===== config.mk =====
export PLATFORM = sky130hd
export DESIGN_NAME = medidor_frecuencia
export DESIGN_NICKNAME = d
export VERILOG_FILES = /design/src/rtl/medidor_pkg.sv /design/src/rtl/divisor_secuencial.sv /design/src/rtl/medidor_frecuencia.sv
export SDC_FILE = /design/constraint.sdc
export NUM_CORES = 1
export LEC_CHECK = 0
export CAP_MARGIN = 20
export CORE_MARGIN = 5
export CORE_UTILIZATION = 43
export CTS_BUF_LIST = sky130_fd_sc_hd__clkbuf_8
export DETAILED_ROUTE_END_ITERATION = 8
export GPL_TIMING_DRIVEN = 0
export PLACE_DENSITY = 0.59
export SETUP_SLACK_MARGIN = 0.02
export SLEW_MARGIN = 20
export SYNTH_ARGS = -nofsm -noshare
export SYNTH_HDL_FRONTEND = slang
export SYNTH_SLANG_ARGS = --single-unit

===== constraint.sdc =====
create_clock -name clk -period 4.5 [get_ports clk]
set_clock_uncertainty 0.15 [all_clocks]
set_input_delay 0.675 -clock clk [delete_from_list [all_inputs] [get_ports clk]]
set_output_delay 0.675 -clock clk [all_outputs]
set_load 0.005 [all_outputs]

===== src/rtl/medidor_pkg.sv =====
// Shared constants and FSM encoding for the tone-frequency meter.
package medidor_pkg;

  localparam int unsigned CLK_HZ     = 50_000_000;
  localparam int unsigned MIN_FREQ   = 20;
  localparam int unsigned MAX_PERIOD = CLK_HZ / MIN_FREQ;
  localparam int unsigned W          = 32;

  typedef enum logic {
    ARM,
    COUNT
  } estado_t;

endpackage


===== src/rtl/divisor_secuencial.sv =====
// Restoring divider, one quotient bit per cycle; quotient truncated to OUT_W bits.
// Latency WIDTH+1 cycles from start (load + WIDTH iterations); done_o marks the final iteration.
module divisor_secuencial #(
  parameter int unsigned WIDTH = 32,
  parameter int unsigned OUT_W = WIDTH
) (
  input  logic             clk,
  input  logic             rst_n,
  input  logic             start_i,
  input  logic [WIDTH-1:0] dividend_i,
  input  logic [WIDTH-1:0] divisor_i,
  output logic             busy_o,
  output logic             done_o,
  output logic [OUT_W-1:0] quotient_o
);

  localparam int unsigned CW = $clog2(WIDTH);

  logic             busy_q;
  logic [CW-1:0]    cnt_q;
  logic [WIDTH-1:0] dvd_q;
  logic [WIDTH-1:0] dvs_q;
  logic [WIDTH-1:0] rem_q, rem_d;
  logic [OUT_W-2:0] quo_q;
  logic [WIDTH:0]   rem_sh;
  logic [WIDTH:0]   diff;
  logic             qbit;
  logic             last;

  // The partial remainder never reaches 2*divisor, so the borrow bit of diff is the quotient bit.
  always_comb begin
    rem_sh = {rem_q, dvd_q[WIDTH-1]};
    diff   = rem_sh - {1'b0, dvs_q};
    qbit   = ~diff[WIDTH];
    rem_d  = qbit ? diff[WIDTH-1:0] : rem_sh[WIDTH-1:0];
    last   = busy_q && (cnt_q == CW'(WIDTH - 1));
  end

  assign busy_o     = busy_q;
  assign done_o     = last;
  assign quotient_o = {quo_q, qbit};

  always_ff @(posedge clk) begin
    if (!rst_n) begin
      busy_q <= 1'b0;
      cnt_q  <= '0;
      dvd_q  <= '0;
      dvs_q  <= '0;
      rem_q  <= '0;
      quo_q  <= '0;
    end else if (busy_q) begin
      rem_q <= rem_d;
      dvd_q <= {dvd_q[WIDTH-2:0], 1'b0};
      quo_q <= {quo_q[OUT_W-3:0], qbit};
      cnt_q <= cnt_q + CW'(1);
      if (last) busy_q <= 1'b0;
    end else if (start_i) begin
      busy_q <= 1'b1;
      cnt_q  <= '0;
      dvd_q  <= dividend_i;
      dvs_q  <= divisor_i;
      rem_q  <= '0;
      quo_q  <= '0;
    end
  end

endmodule


===== src/rtl/medidor_frecuencia.sv =====
// Tone-frequency meter: freq = CLK_HZ/period, freq_valid at E+W+2 after the registered edge E.
// MEDIDOR_PROMEDIO_EN: averages 4 periods per result ((4*CLK_HZ)/sum, one extra cycle per extra divider bit).
module medidor_frecuencia #(
  parameter int unsigned CLK_HZ   = medidor_pkg::CLK_HZ,
  parameter int unsigned MIN_FREQ = medidor_pkg::MIN_FREQ,
  parameter int unsigned W        = medidor_pkg::W
) (
  input  logic         clk,
  input  logic         rst_n,
  input  logic         tone_in,
  output logic [W-1:0] freq,
  output logic         freq_valid,
  output logic         no_signal,
  output logic         busy
);

  import medidor_pkg::*;

  localparam int unsigned MAX_P = CLK_HZ / MIN_FREQ;
`ifdef MEDIDOR_PROMEDIO_EN
  localparam int unsigned NAVG = 4;
  localparam int unsigned DW   = W + 2;
`else
  localparam int unsigned NAVG = 1;
  localparam int unsigned DW   = W;
`endif
  localparam logic [DW-1:0] DIVIDENDO = DW'(64'(CLK_HZ) * 64'(NAVG));

  logic          sync1_q, sync2_q, sync3_q, edge_q;
  estado_t       estado_q, estado_d;
  logic [W-1:0]  cnt_q, cnt_d;
  logic [DW-1:0] acum_q, acum_d;
  logic [DW-1:0] dvs_q, dvs_d;
  logic [DW-1:0] suma;
  logic [1:0]    grp_q, grp_d;
  logic          start_q, start_d;
  logic [W-1:0]  freq_q, freq_d;
  logic          valid_q, valid_d;
  logic          nosig_q, nosig_d;
  logic          div_busy, div_done;
  logic [W-1:0]  div_quot;
  logic          ocupado, timeout;

  always_ff @(posedge clk) begin
    if (!rst_n) begin
      sync1_q <= 1'b0;
      sync2_q <= 1'b0;
      sync3_q <= 1'b0;
      edge_q  <= 1'b0;
    end else begin
      sync1_q <= tone_in;
      sync2_q <= sync1_q;
      sync3_q <= sync2_q;
      edge_q  <= sync2_q & ~sync3_q;
    end
  end

  // A pending start counts as busy so an edge right after an accepted one is dropped.
  assign ocupado = div_busy | start_q;
  assign timeout = (estado_q == COUNT) && (cnt_q == W'(MAX_P - 2)) && !edge_q;

  always_ff @(posedge clk) begin
    if (!rst_n) estado_q <= ARM;
    else        estado_q <= estado_d;
  end

  always_comb begin
    estado_d = estado_q;
    case (estado_q)
      ARM:     if (edge_q) estado_d = COUNT;
      COUNT:   if (timeout) estado_d = ARM;
      default: estado_d = ARM;
    endcase
  end

  always_comb begin
    cnt_d   = '0;
    acum_d  = acum_q;
    grp_d   = grp_q;
    dvs_d   = dvs_q;
    start_d = 1'b0;
    freq_d  = freq_q;
    valid_d = 1'b0;
    nosig_d = nosig_q;
    suma    = acum_q + DW'(cnt_q) + DW'(1);
    if (estado_q == COUNT) begin
      if (edge_q) begin
        if (ocupado) begin
          acum_d = '0;
          grp_d  = '0;
        end else if (grp_q == 2'(NAVG - 1)) begin
          start_d = 1'b1;
          dvs_d   = suma;
          acum_d  = '0;
          grp_d   = '0;
        end else begin
          acum_d = suma;
          grp_d  = grp_q + 2'd1;
        end
      end else if (timeout) begin
        acum_d  = '0;
        grp_d   = '0;
        freq_d  = '0;
        nosig_d = 1'b1;
      end else begin
        cnt_d = cnt_q + W'(1);
      end
    end else begin
      acum_d = '0;
      grp_d  = '0;
    end
    if (div_done) begin
      freq_d  = div_quot;
      valid_d = 1'b1;
      nosig_d = 1'b0;
    end
  end

  always_ff @(posedge clk) begin
    if (!rst_n) begin
      cnt_q   <= '0;
      acum_q  <= '0;
      grp_q   <= '0;
      dvs_q   <= '0;
      start_q <= 1'b0;
      freq_q  <= '0;
      valid_q <= 1'b0;
      nosig_q <= 1'b1;
    end else begin
      cnt_q   <= cnt_d;
      acum_q  <= acum_d;
      grp_q   <= grp_d;
      dvs_q   <= dvs_d;
      start_q <= start_d;
      freq_q  <= freq_d;
      valid_q <= valid_d;
      nosig_q <= nosig_d;
    end
  end

  divisor_secuencial #(
    .WIDTH (DW),
    .OUT_W (W)
  ) u_div (
    .clk        (clk),
    .rst_n      (rst_n),
    .start_i    (start_q),
    .dividend_i (DIVIDENDO),
    .divisor_i  (dvs_q),
    .busy_o     (div_busy),
    .done_o     (div_done),
    .quotient_o (div_quot)
  );

  assign freq       = freq_q;
  assign freq_valid = valid_q;
  assign no_signal  = nosig_q;
  assign busy       = div_busy;

endmodule


Word level (Yosys, flattened, before mapping)
Index checks and enable logic that the tools add are counted.
{ "totals": {"latchBits": 0, "wordCells": 84, "romBits": 0, "out_inout_bits": 35, "mem_bits_rw": 0, "register_bits": 270, "mem_count": 0} }
{ "op_classes": {"magnitude_cmp": 0, "bitwise_logic": 9, "mux": 32, "shift": 0, "n_mul": 0, "eq_ne": 3, "reduce_logical": 15, "add_sub_neg": 6, "div_mod_pow": 0} }
{ "ops": {"columns": ["operator", "n"], "rows": [
  ["2-to-1 mux 32 bit", 12],
  ["adder 32 x 1 -> 32 bit, second input constant", 2],
  ["2-to-1 mux 31 bit", 2],
  ["subtractor 33 x 32 -> 33 bit", 1],
  ["adder 32 bit", 1],
  ["== test 32 x 22 -> 1 bit, second input constant", 1],
  ["2-to-1 mux 1 bit", 11],
  ["2-to-1 mux 5 bit", 2],
  ["2-to-1 mux 2 bit", 4],
  ["nonzero test 2 bit", 4],
  ["OR reduction 4 bit", 2],
  ["inverter 1 bit", 7],
  ["adder 5 x 1 -> 5 bit, second input constant", 1],
  ["== test 5 bit, second input constant", 1],
  ["AND reduction 2 bit", 2],
  ["AND reduction 4 bit", 1],
  ["logical AND 1 bit", 3],
  ["AND reduction 3 bit", 1],
  ["adder 2 x 1 -> 2 bit, second input constant", 1],
  ["zero test 2 bit", 1],
  ["!= test 2 x 1 -> 1 bit, second input constant", 1],
  ["one-hot mux 1 bit (2 select lines)", 1],
  ["AND 1 bit", 1],
  ["zero test 1 bit", 1],
  ["OR 1 bit", 1]
]} }

Longest topological paths before layout
Gate-level depths: netlist (run 1).
{ "logic_depth": {"word_depth": 7, "depth_mapped": 15, "mapped_depth_nobuf": 13} }

Cells and area by module
A second synthesis (run 1) with hierarchy kept.
{ "hier_totals": {"hier_cells": 1645, "area_unflattened_um2": 14169.8} }
{ "by_module_without_submodules": {"columns": ["module", "cells_each", "instances", "seq_area_each_um2", "area_per_inst_um2"], "rows": [
  ["divisor_secuencial", 913, 1, 2662.6, 7498.4],
  ["medidor_frecuencia", 732, 1, 2762.6, 6671.4]
]} }

Worst setup path after synthesis (run 1)
OpenSTA, ideal clock, no wires.
{ "synth_path": {"kind": "reg-to-reg", "from": "reg u_div.dvd_q[31]", "to": "reg u_div.rem_q[17]", "slack_ns": 1.413, "required_time_ns": 4.290, "t_arrival_ns": 2.878, "n_path_buf": 1, "stages_incl_launch_ff": 15, "cell_sequence": "dfxtp_1 inv_1 ha_1 inv_1 fa_1 a211oi_1 o21bai_1 o21ai_2 a211o_1 a21oi_1 or3_1 buf_2 or3_1 mux2_2 nand2_1"} }
{ "synth_via": {"elab_chain_cells": 3} }
{ "synth_rtl": {"columns": ["item", "line_no", "text"], "rows": [
  ["from (decl)", "divisor_secuencial.sv:21", "logic [WIDTH-1:0] dvd_q;"],
  ["from (signal assigned)", "divisor_secuencial.sv:53", "dvd_q <= {dvd_q[WIDTH-2:0], 1'b0};"],
  ["from (signal assigned)", "divisor_secuencial.sv:60", "dvd_q <= dividend_i;"],
  ["subtractor 33 x 32 -> 33 bit", "divisor_secuencial.sv:33", "diff = rem_sh - {1'b0, dvs_q};"],
  ["2-to-1 mux 32 bit", "divisor_secuencial.sv:35", "rem_d = qbit ? diff[WIDTH-1:0] : rem_sh[WIDTH-1:0];"],
  ["2-to-1 mux 32 bit", "divisor_secuencial.sv:51", "end else if (busy_q) begin"],
  ["to (signal assigned)", "divisor_secuencial.sv:52", "rem_q <= rem_d;"],
  ["to (decl)", "divisor_secuencial.sv:23", "logic [WIDTH-1:0] rem_q, rem_d;"]
]} }
Every way passes these cells.
A chain may end at the register's enable or synchronous reset.

Worst setup path after layout (run 1)
{ "layout_path": {"from": "reg u_div.dvd_q[31]", "to": "reg u_div.rem_q[12]"} }
The elaborated chain is that of the path after synthesis.

==> impl_metrics.yaml, run 1 <==
yosys:
  yosys_warnings: 0
  synth_ff_type: "dfxtp_1"
  synth.distinct_cells: 68
  synthesis.area_um2: 13270
  seq_area_frac_synth: 0.3983
  syn_inst: 1558
  synth_top_area_share: 0.3983
  synth_nets: 1633
  yosys-top-cells-area: "dfxtp_1, ha_1, a21oi_1, nand2_1, nor2b_1"
  synth_seq_cells: 264
  synth-edff-count: 0
  avgSynthCellArea_um2: 8.517
  yosys.area.top_type: "dfxtp_1"
  synth.most_common_cell: "dfxtp_1"
  synth_common_cells: "dfxtp_1, nand2_1, a21oi_1"
  synthArstFlopShare: 0
timing:
  timing.final.crit_share: 0.8670
  tightest_slew_ns: 0.8413
  setup_viol: 0
  achievable-frequency_mhz: 256.3
  finalHoldViolations: 0
  slew_headroom: 0.4361
  maxSlewViolCount: 0
  setup_tns_ns: 0
  rsz0062_at_grt: "no"
  fin_crit_ns: 3.901
pwr:
  p_int_mw: 3.642
  pwr-share-comb: 0.014
  p_per_area_nw_per_um2: 309.5
  cellLeakagePower_nw: 5.901
  swShare: 0.2204
  sequentialPowerShare: 0.502
  clockPowerShare: 0.484
  finalPower_mw: 4.671
  switching_power_mw: 1.029
  ir_drop_uv: 256.9
finish:
  layout-drive-gt1-share: 0.05191
  diodes: 0
  area_delta_synth_final_pct: 13.75
  multiInputGateArea_um2: 7423
  nets: 1717
  fill_cells: 2980
  seq_area_um2: 5285
die:
  dieArea_um2: 34470
  die_x_um: 185.7
  dieHeight_um: 185.7
  fp.coreArea_um2: 30510
  rows: 64
  io_pins: 38
  start_util: 0.4349
place:
  place.gp.congestion: 0.8458
  hpwlAfterDp_um: 24280
  port_buffers: 37
route:
  routed_wl_um: 32970
  wl_met3_um: 1272
  vias: 10940
  top_layer: "met4"
  wl_met1_um: 17420
  first_iter_violations: 729
  wl_met2_um: 13630
  drt_first_pass_iters: 5
  antenna_left: 0
  wl_per_cell_um: 15.91
  drc_errors: 0
  routed_via_density: 5.280
min_path:
  hp-class: "register to register"
critical_path:
  cp_common_cell: "inv_1"
  required_ns: 4.76
  worst_ep_arrival_time_ns: 4.16
  crit_path_top_delay_cell: "nor3_2"
  end_kind: "register"
  crit_family: "compound AO/OA/AOI/OAI gates"
  path_buf_inv: 3
  r2r_slack_ns: 0.60
  crit_path_max_incr_delay_ns: 0.69
  cp_max_fo: 10
  worstSetupPathType: "register to register"
  critPathLaunchType: "register"
  cp_cell_sequence: "inv_1 > ha_1 > inv_1 > fa_1 > a211oi_1 > o21bai_1 > o21ai_2 > a211o_1 > a21oi_1 > nor3_2 > buf_2 > mux2i_1 > o21ai_0"
cts:
  clkSlewWorstSetupHoldPaths_ns: 0.06
  cts_resized: 0
  clk_latency_ns: 0.55
  postCtsSetupBuffers: 0
  cts_buffers: 45
  cts_buffer_depth: 3
  cts_sinks: 264
  ctsHtreeMaxLevel: 2
  cts_root_buffer: "clkbuf_8"
  cts_tree: "done"
  cts_hold_buf: 0
job:
  maxCapViolCount: 0
global_route:
  antenna_found_initial: 0
  globalRouteOverflowTotal: 0
  grt_start_max_net_pins: 13
  grt_pass1_wl_um: 53870
  grt.total_usage: 0.1892
  grt_pass1_vias: 10436
outcome:
  status: "finished, final reports clean"
cells in the final DEF (no fill, tap or decap), types with 5 or more instances in the layout:
master	count
dfxtp_1	264
mux2i_1	11
a21boi_0	40
o21a_1	12
clkinv_2	7
and3_1	17
a211oi_1	10
nand4_1	5
nor2_1	101
inv_1	69
nand3_1	28
or3_1	14
o21ai_0	83
clkbuf_1	83
ha_1	70
nor4_1	6
xor2_1	31
a22oi_1	32
nand2_1	167
xnor2_1	47
a21o_1	29
clkdlybuf4s50_1	37
and2_1	14
a32oi_1	11
nor3b_1	48
mux2_2	5
o21bai_1	6
a22o_1	30
nand2b_1	23
nor2b_1	89
nor3_1	10
o311a_1	11
o211ai_1	6
a31oi_1	11
clkbuf_8	58
a21oi_1	126
a2bb2oi_1	7
power groups by stage:
stage               logic [mW]  clock network, mW  registers [mW]
global route            0.0712               2.45            2.34
global placement        0.0655                  0            2.39
floorplan               0.0419                  0            2.39
detailed placement      0.0657                  0            2.39
finish                  0.0655               2.26            2.34
CTS                     0.0658               2.32            2.34
flip-flops by register name, indices dropped and copies added, names as in the netlist, 2 cells and up:
signal / cells
acum_q: 32
u_div.quo_q: 31
cnt_q: 32
u_div.dvs_q: 32
u_div.cnt_q: 5
u_div.rem_q: 32
grp_q: 2
dvs_q: 32
u_div.dvd_q: 25
freq: 32
through the flow:
stage	std cells	setup WS (ns)	hold slack (ns)	utilization	area [µm²]
2_1_floorplan	1558	1.413	0.2174	-	13270
6_report	2072	0.5985	0.2601	0.4947	15090
4_1_cts	2072	0.5551	0.2593	0.4947	15090
3_5_place_dp	1991	0.5674	0.2520	0.4633	14130
5_1_grt	2072	0.3438	0.2824	0.4947	15090
3_3_place_gp	1991	0.6073	0.2404	0.4633	14130
kinds of logic (layout without fill, tap and decap cells):
kind of cell,Yosys count,count (layout),synth area share
AND/OR/NAND/NOR,536,536,0.2058
buffers and inverters,148,266,0.04224
flip-flops,264,264,0.3983
multiplexers,16,16,0.01254
XOR/XNOR,78,78,0.05148
adder cells (fa/ha/maj),72,72,0.06902
AO/OA/AOI/OAI,444,444,0.2207
worst paths after layout:
kind | start | endpoint | cells past startpoint
hold reg to reg | sync3_q | edge_q | 1
setup / recovery | u_div.dvd_q[31] | u_div.rem_q[12] | 13
hold / removal | sync3_q | edge_q | 1
setup reg to reg | u_div.dvd_q[31] | u_div.rem_q[12] | 13
metal layers:
layer	vias up	GRT usage
met1	5039	0.2894
met3	54	0.02834
met2	179	0.2787
met4	0	0.04693
li1	5668	-
met5	-	0
area by class of cell:
type | instances | share of cell area
clock inverter | 23 | 0.01061
tap | 396 | 0.03283
buffer | 90 | 0.02271
clock buffer | 58 | 0.05289
timing repair buffer | 37 | 0.02454
multi-input combinational | 1146 | 0.4918
inverter | 58 | 0.01442
sequential | 264 | 0.3502
Power figures use the tool's default switching activity.
==> inputs of run 2 (changes only) <==
--- a/config.mk
+++ b/config.mk
@@ -6,11 +6,13 @@
 export NUM_CORES = 1
 export LEC_CHECK = 0
 export CAP_MARGIN = 20
+export CORE_ASPECT_RATIO = 0.6
 export CORE_MARGIN = 5
 export CORE_UTILIZATION = 43
 export CTS_BUF_LIST = sky130_fd_sc_hd__clkbuf_8
 export DETAILED_ROUTE_END_ITERATION = 8
 export GPL_TIMING_DRIVEN = 0
+export MAX_ROUTING_LAYER = met4
 export PLACE_DENSITY = 0.59
 export SETUP_SLACK_MARGIN = 0.02
 export SLEW_MARGIN = 20
==> impl_metrics.yaml, run 2 (synthesized netlist as in run 1, its figures left out) <==
outcome:
  status: "finished, final reports clean"
timing:
  setup_viol: 0
  finalHoldViolations: 0
  hold_ws_ns: 0.2352
  setup_tns_ns: 0
  achievable-frequency_mhz: 243.1
  timing.final.crit_share: 0.9142
  fin_crit_ns: 4.114
  rsz0062_at_grt: "no"
  maxSlewViolCount: 0
  tightest_slew_ns: 0.9572
  setup_ws_ns: 0.3860
  slew_headroom: 0.3584
cts:
  clk_latency_ns: 0.57
  clkSlewWorstSetupHoldPaths_ns: 0.06
  cts_buffer_depth: 3
  cts_resized: 0
  postCtsSetupBuffers: 0
  cts_hold_buf: 0
  cts_sinks: 264
  cts_tree: "done"
  ctsHtreeMaxLevel: 2
  cts_buffers: 42
  cts_root_buffer: "clkbuf_8"
route:
  antenna_left: 0
  wl_per_cell_um: 17.20
  routed_wl_um: 35740
  drt_first_pass_iters: 5
  vias: 11230
  first_iter_violations: 953
  routed_via_density: 5.404
  drc_errors: 0
finish:
  fin_util: 0.4975
  final_cell_mix: "dfxtp_1, nand2_1, a21oi_1"
  final_common_cell: "dfxtp_1"
  nets: 1714
  area_delta_synth_final_pct: 13.09
  diodes: 0
  fill_cells: 2980
  layout-drive-gt1-share: 0.04790
global_route:
  grt_start_max_net_pins: 12
  grt_pass1_vias: 10663
  grt_pass1_wl_um: 56990
  antenna_found_initial: 0
  grt.total_usage: 0.2056
  globalRouteOverflowTotal: 0
pwr:
  ir_drop_uv: 181.7
  finalPower_mw: 4.534
  p_per_area_nw_per_um2: 302.1
  cellLeakagePower_nw: 5.848
die:
  start_util: 0.4399
  die_x_um: 236.8
  io_pins: 38
  dieHeight_um: 146.1
  rows: 49
  fp.coreArea_um2: 30160
  dieArea_um2: 34590
critical_path:
  worstSetupPathType: "register to register"
  cp_max_fo: 10
  required_ns: 4.83
  worst_ep_arrival_time_ns: 4.44
  r2r-start: "u_div.dvd_q[31]"
  reg2reg_to: "u_div.rem_q[30]"
  end_kind: "register"
  critPathLaunchType: "register"
  cp-startpoint: "u_div.dvd_q[31]"
  r2r_slack_ns: 0.39
  critPathCapture: "u_div.rem_q[30]"
  rr_worst_depth: 13
place:
  port_buffers: 37
  hpwlAfterDp_um: 26580
  place.gp.congestion: 0.9298
  place_ws_ns: 0.5530
min_path:
  hp-class: "register to register"
job:
  maxCapViolCount: 0
==> run 2: worst max-delay path: stages, from the launching register on <==
cell and delay [ns]:
dfxtp_1 0.31, inv_1 0.11, ha_1 0.17, inv_1 0.05
fa_1 0.42, a211oi_1 0.29, o21bai_1 0.16, o21ai_2 0.30
a211o_1 0.23, a21oi_1 0.10, nor3_2 0.77, buf_2 0.43
nand2_1 0.28, o21ai_0 0.25
==> run 2: cell type report <==
type | count | area [µm²] | share of cell area
multi-input combinational | 1146 | 7423 | 0.4947
clock buffer | 50 | 688.2 | 0.04586
tap | 408 | 510.5 | 0.03402
inverter | 58 | 217.7 | 0.01451
sequential | 264 | 5285 | 0.3522
buffer | 90 | 342.8 | 0.02285
timing repair buffer | 37 | 370.4 | 0.02468
clock inverter | 25 | 167.7 | 0.01117
==> run 2: power by group <==
group / internal [mW] / total, mW / switching (mW)
registers: 2.34 / 2.34 / 0.00237
clock network: 1.13 / 2.12 / 0.992
logic: 0.0233 / 0.0691 / 0.0458
total: 3.49 / 4.53 / 1.04
==> run 2: through the flow <==
stage                     std cells  cell area [µm²]
after floorplan                1558            13270
after global placement         2003            14150
after detailed placement       2003            14150
after CTS                      2078            15010
after global routing           2078            15010
final                          2078            15010
==> run 2: layer usage <==
layer / GRT usage / share of wire / up-vias
li1: - / - / 5646
met3: 0.03827 / 0.061 / 48
met2: 0.2677 / 0.38 / 270
met5: - / 0 / -
met1: 0.3260 / 0.55 / 5266
met4: 0.04037 / 0.013 / 0
==> run 2: worst min path at each step <==
stage,endpoint,slack (ns),from,depth (start not counted)
floorplan,edge_q,0.22,sync3_q,1
global placement,edge_q,0.22,sync3_q,1
detailed placement,edge_q,0.24,sync3_q,1
CTS,edge_q,0.24,sync3_q,1
global route,edge_q,0.25,sync3_q,1
finish,edge_q,0.24,sync3_q,1
